**src/rtl/pad_poll_scheduler.sv**
```systemverilog
// Two-pad serial controller poller: latches both pads, clocks out 8 bits each,
// then publishes the button state and newly-pressed edges once per frame.
module pad_poll_scheduler #(
  parameter int HALF_BIT    = 300,
  parameter int POLL_PERIOD = 833333
) (
  input  logic       clk,
  input  logic       n_rst,
  input  logic       enable,
  input  logic       force_poll,
  input  logic       clr_overrun,
  input  logic       data_a,
  input  logic       data_b,
  output logic       latch,
  output logic       pulse,
  output logic [7:0] buttons_a,
  output logic [7:0] buttons_b,
  output logic [7:0] pressed_a,
  output logic [7:0] pressed_b,
  output logic       valid,
  output logic       busy,
  output logic       overrun
);

  localparam int PHASE_W = $clog2(2 * HALF_BIT);
  localparam int POLL_W  = $clog2(POLL_PERIOD);
  localparam int BIT_W   = $clog2(9);

  localparam logic [PHASE_W-1:0] LATCH_LAST = PHASE_W'(2 * HALF_BIT - 1);
  localparam logic [PHASE_W-1:0] HALF_LAST  = PHASE_W'(HALF_BIT - 1);
  localparam logic [POLL_W-1:0]  POLL_LAST  = POLL_W'(POLL_PERIOD - 1);
  localparam logic [BIT_W-1:0]   LAST_BIT   = BIT_W'(7);

  typedef enum logic [2:0] {
    IDLE,
    LATCH,
    PULSE_HI,
    PULSE_LO,
    DONE
  } state_t;

  state_t             state;
  state_t             state_next;
  logic [POLL_W-1:0]  poll_cnt;
  logic [PHASE_W-1:0] phase_cnt;
  logic [BIT_W-1:0]   bit_cnt;
  logic [7:0]         shift_a;
  logic [7:0]         shift_b;
  logic               tick;
  logic               sample;

  assign tick  = (poll_cnt == POLL_LAST);
  assign latch = (state == LATCH);
  assign pulse = (state == PULSE_HI);
  assign busy  = (state != IDLE);

  // Free-running poll timebase, independent of the frame engine.
  always_ff @(posedge clk or negedge n_rst) begin
    if (!n_rst) begin
      poll_cnt <= '0;
    end else if (tick) begin
      poll_cnt <= '0;
    end else begin
      poll_cnt <= poll_cnt + POLL_W'(1);
    end
  end

  always_ff @(posedge clk or negedge n_rst) begin
    if (!n_rst) begin
      state <= IDLE;
    end else begin
      state <= state_next;
    end
  end

  // Samples are taken on the last cycle of LATCH and of every PULSE_LO.
  always_comb begin
    state_next = state;
    sample     = 1'b0;
    case (state)
      IDLE: begin
        if (enable && (tick || force_poll)) state_next = LATCH;
      end
      LATCH: begin
        if (phase_cnt == LATCH_LAST) begin
          sample     = 1'b1;
          state_next = PULSE_HI;
        end
      end
      PULSE_HI: begin
        if (phase_cnt == HALF_LAST) state_next = PULSE_LO;
      end
      PULSE_LO: begin
        if (phase_cnt == HALF_LAST) begin
          sample     = 1'b1;
          state_next = (bit_cnt == LAST_BIT) ? DONE : PULSE_HI;
        end
      end
      DONE: begin
        state_next = IDLE;
      end
      default: begin
        state_next = IDLE;
      end
    endcase
  end

  always_ff @(posedge clk or negedge n_rst) begin
    if (!n_rst) begin
      phase_cnt <= '0;
      bit_cnt   <= '0;
      shift_a   <= '0;
      shift_b   <= '0;
    end else begin
      if (state == IDLE || state_next != state) begin
        phase_cnt <= '0;
      end else begin
        phase_cnt <= phase_cnt + PHASE_W'(1);
      end
      if (state == IDLE) begin
        bit_cnt <= '0;
      end else if (sample) begin
        bit_cnt <= bit_cnt + BIT_W'(1);
      end
      if (sample) begin
        shift_a <= {shift_a[6:0], ~data_a};
        shift_b <= {shift_b[6:0], ~data_b};
      end
    end
  end

  // Publish on the edge leaving DONE; pressed compares against the previous frame.
  always_ff @(posedge clk or negedge n_rst) begin
    if (!n_rst) begin
      buttons_a <= '0;
      buttons_b <= '0;
      pressed_a <= '0;
      pressed_b <= '0;
      valid     <= 1'b0;
    end else begin
      valid <= (state == DONE);
      if (state == DONE) begin
        buttons_a <= shift_a;
        buttons_b <= shift_b;
        pressed_a <= shift_a & ~buttons_a;
        pressed_b <= shift_b & ~buttons_b;
      end
    end
  end

  always_ff @(posedge clk or negedge n_rst) begin
    if (!n_rst) begin
      overrun <= 1'b0;
    end else if (tick && enable && state != IDLE) begin
      overrun <= 1'b1;
    end else if (clr_overrun) begin
      overrun <= 1'b0;
    end
  end

endmodule

```
**config.mk**
```make
export PLATFORM = sky130hd
export DESIGN_NAME = pad_poll_scheduler
export DESIGN_NICKNAME = d
export VERILOG_FILES = /design/src/rtl/pad_poll_scheduler.sv
export SDC_FILE = /design/constraint.sdc
export NUM_CORES = 1
export LEC_CHECK = 0
export ABC_AREA = 1
export CAP_MARGIN = 20
export CELL_PAD_IN_SITES_DETAIL_PLACEMENT = 1
export CELL_PAD_IN_SITES_GLOBAL_PLACEMENT = 1
export CORE_AREA = 2 2 99 101
export CTS_BUF_LIST = sky130_fd_sc_hd__clkbuf_2 sky130_fd_sc_hd__clkbuf_4 sky130_fd_sc_hd__clkbuf_8
export DETAILED_ROUTE_END_ITERATION = 12
export DIE_AREA = 0 0 101 103
export PLACE_DENSITY_LB_ADDON = 0.1
export SETUP_SLACK_MARGIN = 0.15
export SYNTH_ARGS = -nofsm -noshare
export SYNTH_HDL_FRONTEND = slang
export SYNTH_SLANG_ARGS = --single-unit
```
**constraint.sdc**
```tcl
create_clock -name clk -period 1.65 [get_ports clk]
set_input_delay 0.2475 -clock clk [delete_from_list [all_inputs] [get_ports clk]]
set_output_delay 0.2475 -clock clk [all_outputs]
set_load 0.01 [all_outputs]
```
==> Word level (Yosys, flattened, before mapping) <==
Index checks and enable logic that the tools add are counted.
{ "totals": {"wordCells": 54, "latchBits": 0, "mem_count": 0, "register_bits": 87, "ramBits": 0, "rom_bits": 0} }
{ "op_classes": {"mul": 0, "add_sub_neg": 3, "magnitude_cmp": 0, "muxes": 15, "reduce_logical": 9, "div": 0, "shift": 0, "bitwise": 6, "eq_ne": 9} }
{ "ops": {"columns": ["cell", "n"], "rows": [
  ["20-bit by 1-bit adder with 20-bit output, second input constant", 1],
  ["20-bit equality test, second input constant", 1],
  ["20-bit 2-to-1 mux", 1],
  ["8-bit AND", 2],
  ["8-bit inverter", 2],
  ["3-bit 2-to-1 mux", 5],
  ["3-bit one-hot mux with 4 select lines", 1],
  ["10-bit by 1-bit adder with 10-bit output, second input constant", 1],
  ["10-bit equality test, second input constant", 1],
  ["10-bit by 9-bit equality test with 1-bit output, second input constant", 1],
  ["10-bit 2-to-1 mux", 1],
  ["4-bit 2-to-1 mux", 2],
  ["3-bit by 2-bit equality test with 1-bit output, second input constant", 2],
  ["4-bit by 1-bit adder with 4-bit output, second input constant", 1],
  ["4-bit by 3-bit equality test with 1-bit output, second input constant", 1],
  ["1-bit 2-to-1 mux", 4],
  ["2-bit nonzero test", 2],
  ["3-bit by 1-bit equality test with 1-bit output, second input constant", 1],
  ["3-bit equality test, second input constant", 1],
  ["1-bit logical AND", 3],
  ["3-bit zero test", 1],
  ["3-bit != test", 1],
  ["3-bit nonzero test", 1],
  ["1-bit logical OR", 2],
  ["other kinds (2)", 3]
]} }

==> Depth between registers and ports, before layout <==
{ "logic_depth": {"word_depth": 8, "mapped_depth": 12, "mapped_depth_nobuf": 11} }

==> Worst setup path after synthesis <==
OpenSTA, ideal clock, no wires.
{ "synth_path": {"kind": "register to register", "start": "register poll_cnt[0]", "end": "register poll_cnt[12]", "period_less_slack_ns": 1.475, "arrival_time_ns": 1.352, "stages_incl_launch_ff": 9, "setup_slack_ns": 0.175, "cell_sequence": "dfrtp_1 > ha_1 > nand2_1 > nor2_1 > nand2_1 > nor3_4 > nand4_1 > o21ai_0 > a21oi_1"} }
{ "synth_via": {"elab_chain_cells": 2, "elab_cells_between_ends": 3, "classes_between": "1 x add/sub; 1 x eq/ne; 1 x mux"} }
{ "synth_lines": {"columns": ["item", "line", "source"], "rows": [
  ["from (decl)", "44", "logic [POLL_W-1:0] poll_cnt;"],
  ["from (signal assigned)", "64", "poll_cnt <= poll_cnt + POLL_W'(1);"],
  ["20-bit by 1-bit adder with 20-bit output / 20-bit equality test (equally long branches)", "64, 52", null],
  ["20-bit 2-to-1 mux *", "61", "end else if (tick) begin"]
]} }
Every way passes the cells marked *; elsewhere a longest branch is shown, timed or not.
A chain may end at the register's enable or synchronous reset.

==> Worst setup path in the final report <==
{ "layout_path": {"start": "register phase_cnt[1]", "end": "register bit_cnt[2]"} }
{ "layout_via": {"elab_chain_cells": 4, "elab_cells_between_ends": 6, "classes_between": "2 x eq/ne; 3 x mux; 1 x reduce/logical"} }
{ "layout_lines": {"columns": ["item", "line", "source"], "rows": [
  ["from (decl)", "45", "logic [PHASE_W-1:0] phase_cnt;"],
  ["from (signal assigned)", "118", "phase_cnt <= phase_cnt + PHASE_W'(1);"],
  ["10-bit by 9-bit equality test with 1-bit output / 10-bit equality test (equally long branches)", "94, 85", null],
  ["1-bit 2-to-1 mux, on equally long branches", "94, 85", null],
  ["1-bit one-hot mux with 2 select lines *", "80", "case (state)"],
  ["2-bit nonzero test (no source line) *", null, null],
  ["to (signal assigned)", "123", "bit_cnt <= bit_cnt + BIT_W'(1);"],
  ["to (decl)", "46", "logic [BIT_W-1:0] bit_cnt;"]
]} }
Marked as above.

==> flow_summary_export.csv <==
group,metric,value,unit
timing,fin_ws,-0.2052,ns
critical_path,reg2reg_depth,10,
clock_network,htreeDepth,3,
global_routing,grt_pass1_vias,3812,
timing,tightest_slew,0.4817,ns
yosys,netlist_top_cells_area,"dfrtp_1 54%, nand2_1 8.6%, inv_1 8.2%",
cells_and_area,utilization,65.85,%
power_and_ir_drop,power_leakage,0.003131,uW
critical_path,crit_path_start_kind,"flip-flop",
floorplanning,initial_utilization,42.37,%
cells_and_area,fillers,1059,
timing,layout_min_cycle_time,1.855,ns
floorplanning,dieWidth,101,um
critical_path,r2r-start,"phase_cnt[1]",
place,placed_area,4730,sq um
timing,final-hold-violation-count,0,
floorplanning,row_count,36,
yosys,post_synth.cell_area_avg,8.582,sq um
yosys,synth_nets,478,
critical_path,r2r_slack,-0.21,ns
cells_and_area,layout-drive-gt1-share,41.03,%
clock_network,clkSinkCount,87,
clock_network,cts_buffer_depth,2,
place,dp_cells,636,
yosys,synth_cell_types,31,
routing,drt-total-wl,15160,um
cells_and_area,nets,608,
place,gp_congestion,0.8337,
floorplanning,io_pins,44,
yosys,yosysWarnings,0,
clock_network,clk_pin_slew,0.09,ns
yosys,syn_area,4008,sq um
cells_and_area,area_growth,55.42,%
global_routing,grt_use_total,22.96,%
timing,setup-tns-final,-2.316,ns
critical_path,crit_arrival,2.12,ns
routing,drc,0,
clock_network,cts_tree,"built",
timing,whs,0.3717,ns
timing,slew_headroom,67.89,%
routing,first_iter_violations,130,
clock_network,cts_made_buffers,9,
routing,postRouteAntennaNets,0,
outcome,violations,"negative setup slack",
floorplanning,die_area,10400,sq um
clock_network,insertion_delay,0.38,ns
global_routing,grt_max_degree,50,
yosys,synth_seq_area_share,54.32,%
timing,slew_viol_final,0,
critical_path,critPathRequiredTime,1.92,ns
floorplanning,core-area,9459,sq um
outcome,status,"finished with violations",
timing,fmax,539.0,MHz
min_path,hp-class,"input pin to asynchronous set/reset pin",
timing,setup_violations,32,
floorplanning,die_h,103,um
routing,drt-wirelength-per-cell,21.17,um
power_and_ir_drop,power.density,684.1,nW/um^2
yosys,syn_inst,467,
critical_path,path_class,"flip-flop to flip-flop",
place,hpwl,6611,um
yosys,synth_top_area_cell,"dfrtp_1",
critical_path,rr_endpoint,"bit_cnt[2]",
timing,finalCritPeriodShare,112.4,%
place,port_buffers,43,
global_routing,grt-ovfl-total,0,
power_and_ir_drop,ir_worst_vdd,0.0003700,V
timing,rsz0062_at_grt,"true",
timing,finClkSkew,0.005551,ns
job,cap_violations,0,
critical_path,cp_max_fo,7,
cells_and_area,final_cell_count_no_fill,716,
global_routing,antenna_found_initial,0,
yosys,ys_ff_latch,87,
yosys,synth_largest_type_area_fraction,54.32,%
routing,num_vias,3897,
global_routing,grt_pass1_wl,18390,um
cells_and_area,final_area,6228,sq um
clock_network,ctsRootBufferMaster,"clkbuf_8",
cells_and_area,antenna_cells,0,
critical_path,cp-end-kind,"flip-flop",
routing,drt-vias-per-instance,5.443,
routing,firstDrtPassIters,4,
==> critical path, cell delays in order, from the launching register on <==
cell and delay, ns:
dfrtp_1 0.42, ha_4 0.20, nand2_2 0.07, inv_2 0.09, nand3_2 0.09, nor2_4 0.16, nand2_4 0.08, nand2_8 0.13
buf_12 0.14, a21oi_1 0.07, nor3_1 0.29
==> area by class of cell <==
cell class                 count  area (sq um)  area share [%]
sequential                    87          2188           35.13
inverter                      89         344.1           5.524
timing repair inverter         3         22.52          0.3616
clock inverter                 5         128.9           2.069
multi-input combinational    282          2048           32.88
clock buffer                  11         145.1           2.330
tap                          114         142.6           2.290
timing repair buffer         125          1209           19.41
==> layout by cell type, fill, tap and decap left out, types with 9 or more instances in the layout <==
cell and count:
nor2_4 15, dlygate4sd2_1 32, nand3_2 10, dfrtp_2 9, nand2_1 51, nand2_2 27, o21ai_0 22, buf_6 16
o21ai_1 12, xor2_1 12, buf_4 58, nor2_2 16, dfrtp_1 78, inv_1 70, nand2_4 13, nor2_1 21
inv_2 16, o22ai_1 14, clkbuf_8 10
==> cell usage after synthesis, drive strengths merged <==
cell	instances
nand2	93
xnor2	5
clkbuf	2
o32ai	1
ha	4
nor3	14
o21ai	40
o22ai	16
nand3	21
nand3b	1
nand4	10
nor3b	1
buf	8
dfrtp	87
nor4	4
xor2	12
inv	89
nor2	52
a21oi	7
==> registers in the layout (all words and copies together) (netlist names) <==
name	flops
phase_cnt	10
pressed_b	8
poll_cnt	20
state	3
pressed_a	8
buttons_a	8
buttons_b	8
shift_b	8
shift_a	8
valid	1
overrun	1
bit_cnt	4
==> cells by family (layout without fill, tap and decap cells) <==
kind of cell / after synthesis / after routing / synth area share, %
AOI/OAI and AO/OA: 64 / 64 / 8.586
xor gates and xnor gates: 17 / 17 / 3.715
adders and majority gates: 4 / 4 / 1.249
buffers and inverters: 99 / 233 / 9.741
DFF: 87 / 87 / 54.32
and+or+nand+nor: 196 / 197 / 22.39
==> how the worst max path moves through the flow <==
stage,start,to,slack [ns],cells after the start
3_3_place_gp,phase_cnt[0],shift_a[6],-0.003,9
4_1_cts,phase_cnt[1],phase_cnt[2],0.02,11
6_report,phase_cnt[1],bit_cnt[2],-0.21,10
2_1_floorplan,poll_cnt[0],poll_cnt[12],0.17,8
5_1_grt,phase_cnt[1],bit_cnt[2],-0.25,10
3_5_place_dp,phase_cnt[0],shift_b[7],-0.10,9
==> power by group <==
part / internal, uW / switching (uW)
sequential: 2130 / 0.0000000000000964
combinational: 24.2 / 50.3
clock: 1220 / 836
==> metrics by stage <==
stage               setup slack [ns]  power [uW]
finish                       -0.2052        4261
global route                 -0.2468        4357
CTS                          0.02388        4253
detailed placement           -0.1003        2246
global placement           -0.002875        2245
floorplan                     0.1747        2175
==> layer usage <==
metal  vias to the layer above  GRT usage [%]  part of all wire [%]
met5                         -              0                     0
met4                         0          10.50                   5.7
met3                        63          4.407                   3.6
met2                       136          40.46                    53
met1                      1967          27.29                    38
li1                       1731              -                     -
==> what timing repair did <==
action	CTS	global route
endpoints found under the setup margin	80	86
cloned	5	5
hold buffers	1	0
pin swaps	26	49
buffers inserted	26	27
endpoints found under the hold margin	33	0
gates resized for setup	124	140
Power figures use the tool's default switching activity.
